<file path="config.mk">
export PLATFORM = sky130hd
export DESIGN_NAME = wb_select_pipe
export DESIGN_NICKNAME = d
export VERILOG_FILES = /design/src/rtl/wb_select_pipe.sv
export SDC_FILE = /design/constraint.sdc
export NUM_CORES = 1
export LEC_CHECK = 0
export CORE_MARGIN = 2
export CORE_UTILIZATION = 50
export DETAILED_ROUTE_END_ITERATION = 16
export DONT_BUFFER_PORTS = 1
export SLEW_MARGIN = 30
export SYNTH_ARGS = -nofsm -noshare
export SYNTH_HDL_FRONTEND = slang
export SYNTH_SLANG_ARGS = --single-unit
</file>
<file path="constraint.sdc">
create_clock -name Clk -period 1.8 [get_ports Clk]
set_clock_uncertainty 0.1 [all_clocks]
set_input_delay 0 -clock Clk [delete_from_list [all_inputs] [get_ports Clk]]
set_output_delay 0 -clock Clk [all_outputs]
set_load 0.01 [all_outputs]
</file>
<file path="src/rtl/wb_select_pipe.sv">
`default_nettype none
//------------------------------------------------------------------------------
// Module      : wb_select_pipe
// Description : Registered N-source write-back selector with a two-entry skid
//               buffer and valid/ready handshake for the register-file port.
// Revision    : 1.0 - initial release
//------------------------------------------------------------------------------
module wb_select_pipe #(
    parameter int WIDTH   = 16,
    parameter int NUM_SRC = 4,
    parameter int SEL_W   = $clog2(NUM_SRC),
    parameter int ADDR_W  = 4
) (
    input  logic                     Clk,
    input  logic                     Reset_n,
    input  logic                     InValid,
    output logic                     InReady,
    input  logic [SEL_W-1:0]         Sel,
    input  logic [NUM_SRC*WIDTH-1:0] SrcData,
    input  logic [ADDR_W-1:0]        WAddrIn,
    output logic                     OutValid,
    input  logic                     OutReady,
    output logic [WIDTH-1:0]         WData,
    output logic [ADDR_W-1:0]        WAddr,
    output logic                     SelErr,
    input  logic                     ErrClr
);

    typedef enum logic [1:0] {
        S_EMPTY = 2'd0,
        S_ONE   = 2'd1,
        S_TWO   = 2'd2
    } state_t;

    state_t              r_state;
    logic                r_out_valid;
    logic                r_in_ready;
    logic                r_sel_err;
    logic [WIDTH-1:0]    r_main_data;
    logic [ADDR_W-1:0]   r_main_addr;
    logic [WIDTH-1:0]    r_skid_data;
    logic [ADDR_W-1:0]   r_skid_addr;

    logic                w_accept;
    logic                w_xfer;
    logic                w_bad_sel;
    logic [WIDTH-1:0]    w_sel_data;

    assign w_accept  = InValid & r_in_ready;
    assign w_xfer    = r_out_valid & OutReady;
    assign w_bad_sel = (int'(Sel) >= NUM_SRC);

    // Out-of-range selects match no source and therefore carry zero data.
    always_comb begin
        w_sel_data = '0;
        for (int k = 0; k < NUM_SRC; k++) begin
            if (int'(Sel) == k) begin
                w_sel_data = SrcData[k*WIDTH +: WIDTH];
            end
        end
    end

    always_ff @(posedge Clk) begin
        if (!Reset_n) begin
            r_state     <= S_EMPTY;
            r_out_valid <= 1'b0;
            r_in_ready  <= 1'b1;
            r_sel_err   <= 1'b0;
            r_main_data <= '0;
            r_main_addr <= '0;
            r_skid_data <= '0;
            r_skid_addr <= '0;
        end else begin
            if (w_accept && w_bad_sel) begin
                r_sel_err <= 1'b1;
            end else if (ErrClr) begin
                r_sel_err <= 1'b0;
            end

            case (r_state)
                S_EMPTY: begin
                    if (w_accept) begin
                        r_main_data <= w_sel_data;
                        r_main_addr <= WAddrIn;
                        r_state     <= S_ONE;
                        r_out_valid <= 1'b1;
                        r_in_ready  <= 1'b1;
                    end
                end
                S_ONE: begin
                    if (w_accept && w_xfer) begin
                        r_main_data <= w_sel_data;
                        r_main_addr <= WAddrIn;
                    end else if (w_accept) begin
                        // Output is stalled: park the new entry behind it.
                        r_skid_data <= w_sel_data;
                        r_skid_addr <= WAddrIn;
                        r_state     <= S_TWO;
                        r_in_ready  <= 1'b0;
                    end else if (w_xfer) begin
                        r_state     <= S_EMPTY;
                        r_out_valid <= 1'b0;
                    end
                end
                S_TWO: begin
                    if (w_xfer) begin
                        r_main_data <= r_skid_data;
                        r_main_addr <= r_skid_addr;
                        r_state     <= S_ONE;
                        r_in_ready  <= 1'b1;
                    end
                end
                default: begin
                    r_state     <= S_EMPTY;
                    r_out_valid <= 1'b0;
                    r_in_ready  <= 1'b1;
                end
            endcase
        end
    end

    assign InReady  = r_in_ready;
    assign OutValid = r_out_valid;
    assign WData    = r_main_data;
    assign WAddr    = r_main_addr;
    assign SelErr   = r_sel_err;

endmodule
`default_nettype wire

</file>
==> impl_metrics.toml <==
[setup_path]
cp.buffers_inverters = 1
r2r-start = "r_state[0]$_SDFFE_PN0P_"
rr_worst_depth = 4
start_kind = "register"
reg2reg_to = "InReady$_SDFFE_PN1P_"
required_ns = 1.88
reg2reg_slack_ns = 0.15
startpoint = "r_state[0]$_SDFFE_PN0P_"
cp-endpoint = "InReady$_SDFFE_PN1P_"
crit_family = "buffers and inverters"
path_cells = "a21boi_4 -> and3b_1 -> o21ai_0 -> dlygate4sd3_1"
path_class = "reg -> reg"
arrival_ns = 1.73
cp_num_cells = 4
max_stage_delay_ns = 0.55
setup.worst_path.end_class = "register"
cp_slowest_cell = "dlygate4sd3_1"
crit_fanout = 7

[drt]
vias = 1707
wl_per_cell_um = 17.1
drt_first_pass_iters = 4
drcViolationCount = 0
routed_wl_mm = 4.85
ant_nets = 0
routed_via_density = 6.01
drt_iter0_markers = 70

[clock_tree]
cts_tree = "built"
cts.clk_slew.worst_paths_ns = 0.08
root_buffer = "clkbuf_8"
insertion_delay_ns = 0.28
clockBufferDepth = 2
cts_buffers = 5
post_cts_buffers = 0
htreeDepth = 2
cts_sinks = 44

[timing]
holdWs_ns = 0.0101
setup_viol = 0
finalCriticalPeriod_ns = 1.65
final-hold-violation-count = 0
min_period_over_period_pct = 91.7
fin_tns_setup_ns = 0
worst_pin_slew_ns = 0.679
max_freq_mhz = 606
relSlewSlack_pct = 54.6
slew_violations = 0
fin_ws_ns = 0.150
rsz0062_at_grt = "no"

[synthesis]
syn_inst = 226
ys_warn_count = 0
synth_ff_type = "dfxtp_1"
ys_seq_elements = 44
synth_edf_count = 0
synthArstFlopShare_pct = 0
netlist_area_um2 = 2250
synth-seq-area-share_pct = 39.2
synth_fp_nets = 301
syn_avg_cell_area_um2 = 9.95
synthDistinctLibCells = 27

[outcome]
status = "complete, no violations"

[placement]
port_buffers = 0
place_ws_ns = 0.114
place_area_um2 = 2250
hpwl_mm = 3.38
gp_routability_congestion = 0.872

[die]
core-area_um2 = 4350
start_util_pct = 51.6
num_rows = 24
die_w_um = 71.1
io_pins = 98
die-area_um2 = 5050
die_h_um = 71.1

[final_layout]
syn_to_final_growth_pct = 10.2
num_antenna_cells = 0
design_area_um2 = 2480
nets = 306
layout-drive-gt1-share_pct = 15.5

[global_route]
grt_max_degree = 45
grt_usage_pct = 19.6
grt_pass1_vias = 1744
antenna_found_initial = 0
overflow = 0
grt_pass1_wl_mm = 7.72

[run]
maxCapViolCount = 0

[hold_path]
holdPathStages = 3
min_path_type = "in -> reg"

[pwr]
power_mw = 2.22
powerDensity_nw_per_um2 = 898
ir_worst_vdd_uv = 332
leakage_nw = 1.05
flip-flops by register name, summed over array words and instances, names as in the netlist:
name and count:
r_skid_data 16, WAddr 4, WData 16, r_skid_addr 4, r_state 2, InReady 1
OutValid 1
per-stage QoR:
stage	instances	util (%)
after floorplan	226	-
final	284	56.9
after global placement	265	51.7
after global routing	284	56.9
after detailed placement	265	51.7
after CTS	284	56.6
where the power goes:
group | total [mW] | leakage [nW] | internal [mW] | switching, mW
registers | 1.18 | 0.361 | 1.07 | 0.106
clock network | 0.618 | 0.0510 | 0.306 | 0.312
logic | 0.429 | 0.641 | 0.225 | 0.204
total | 2.22 | 1.05 | 1.60 | 0.622
layer usage:
layer	routed length [µm]	global-route usage [%]	vias up
met3	400	5.41	2
met5	0	0	-
met1	1980	23.6	797
met2	2440	33.5	87
met4	25	7.13	0
li1	-	-	821
worst min path at each step:
stage | slack (ns) | from | end
floorplan | 0.04 | Reset_n | WData[10]$_SDFFE_PN0P_
global placement | -0.02 | Reset_n | InReady$_SDFFE_PN1P_
detailed placement | -0.01 | Reset_n | InReady$_SDFFE_PN1P_
CTS | 0.003 | Sel[0] | r_skid_data[1]$_SDFFE_PN0P_
global route | 0.009 | Sel[0] | r_skid_data[0]$_SDFFE_PN0P_
finish | 0.01 | Sel[0] | r_skid_data[14]$_SDFFE_PN0P_
cells in the mapped netlist, types with 2 or more instances:
cell	count	share of area [%]
a21oi_1	4	0.89
o21ai_1	16	3.6
and3b_1	2	0.78
nor2b_1	21	5.8
mux2i_1	20	8.9
nand2b_1	3	0.83
buf_2	4	0.89
o211a_1	4	1.8
buf_4	5	1.7
nand3_1	4	0.89
mux4_2	16	16
nand2_1	43	7.2
buf_6	2	1.0
clkbuf_1	8	1.3
dfxtp_1	44	39
nor2_1	3	0.50
a31oi_1	17	4.7
cells in the final DEF, fill, tap and decap left out, types with 2 or more instances in the layout:
| cell | synthesis | layout |
|---|---|---|
| o21ai_1 | 16 | 16 |
| mux2i_1 | 20 | 20 |
| dfxtp_1 | 44 | 42 |
| o211a_1 | 4 | 4 |
| clkinv_2 | 0 | 2 |
| nand2_1 | 43 | 43 |
| nand2b_1 | 3 | 3 |
| buf_4 | 5 | 6 |
| and3b_1 | 2 | 2 |
| a21oi_1 | 4 | 4 |
| mux4_2 | 16 | 16 |
| nor2b_1 | 21 | 21 |
| dlygate4sd3_1 | 0 | 10 |
| nor2_1 | 3 | 3 |
| a31oi_1 | 17 | 17 |
| dfxtp_2 | 0 | 2 |
| nand3_1 | 4 | 4 |
| clkbuf_8 | 0 | 6 |
repair_timing:
| action | 4_1_cts | 5_1_grt |
|---|---|---|
| resized for setup | 0 | 4 |
| endpoints found under the setup margin | 0 | 7 |
| hold endpoints to repair | 44 | 0 |
| hold buffers | 11 | 0 |
cell families (layout without fill, tap and decap cells):
kind of cell	Yosys count	after routing	synth area share, %
simple gates	79	79	17.1
compound gates	46	46	13.5
flops	44	44	39.2
mux	36	36	24.9
buf+inv	20	26	5.12
other cells	1	1	0.167
layout make-up:
type	count	area, µm²
Fill cell	382	1880
Tap cell	52	65.1
Multi-Input combinational cell	162	1260
Clock buffer	6	82.6
Sequential cell	44	883
Clock inverter	2	10.0
Timing Repair Buffer	18	176
worst min-delay path, delay by kind of cell:
family / cells / cell delay [ns]
muxes: 2 / 0.27
and+or+nand+nor: 1 / 0.09
Power figures use the tool's default switching activity.
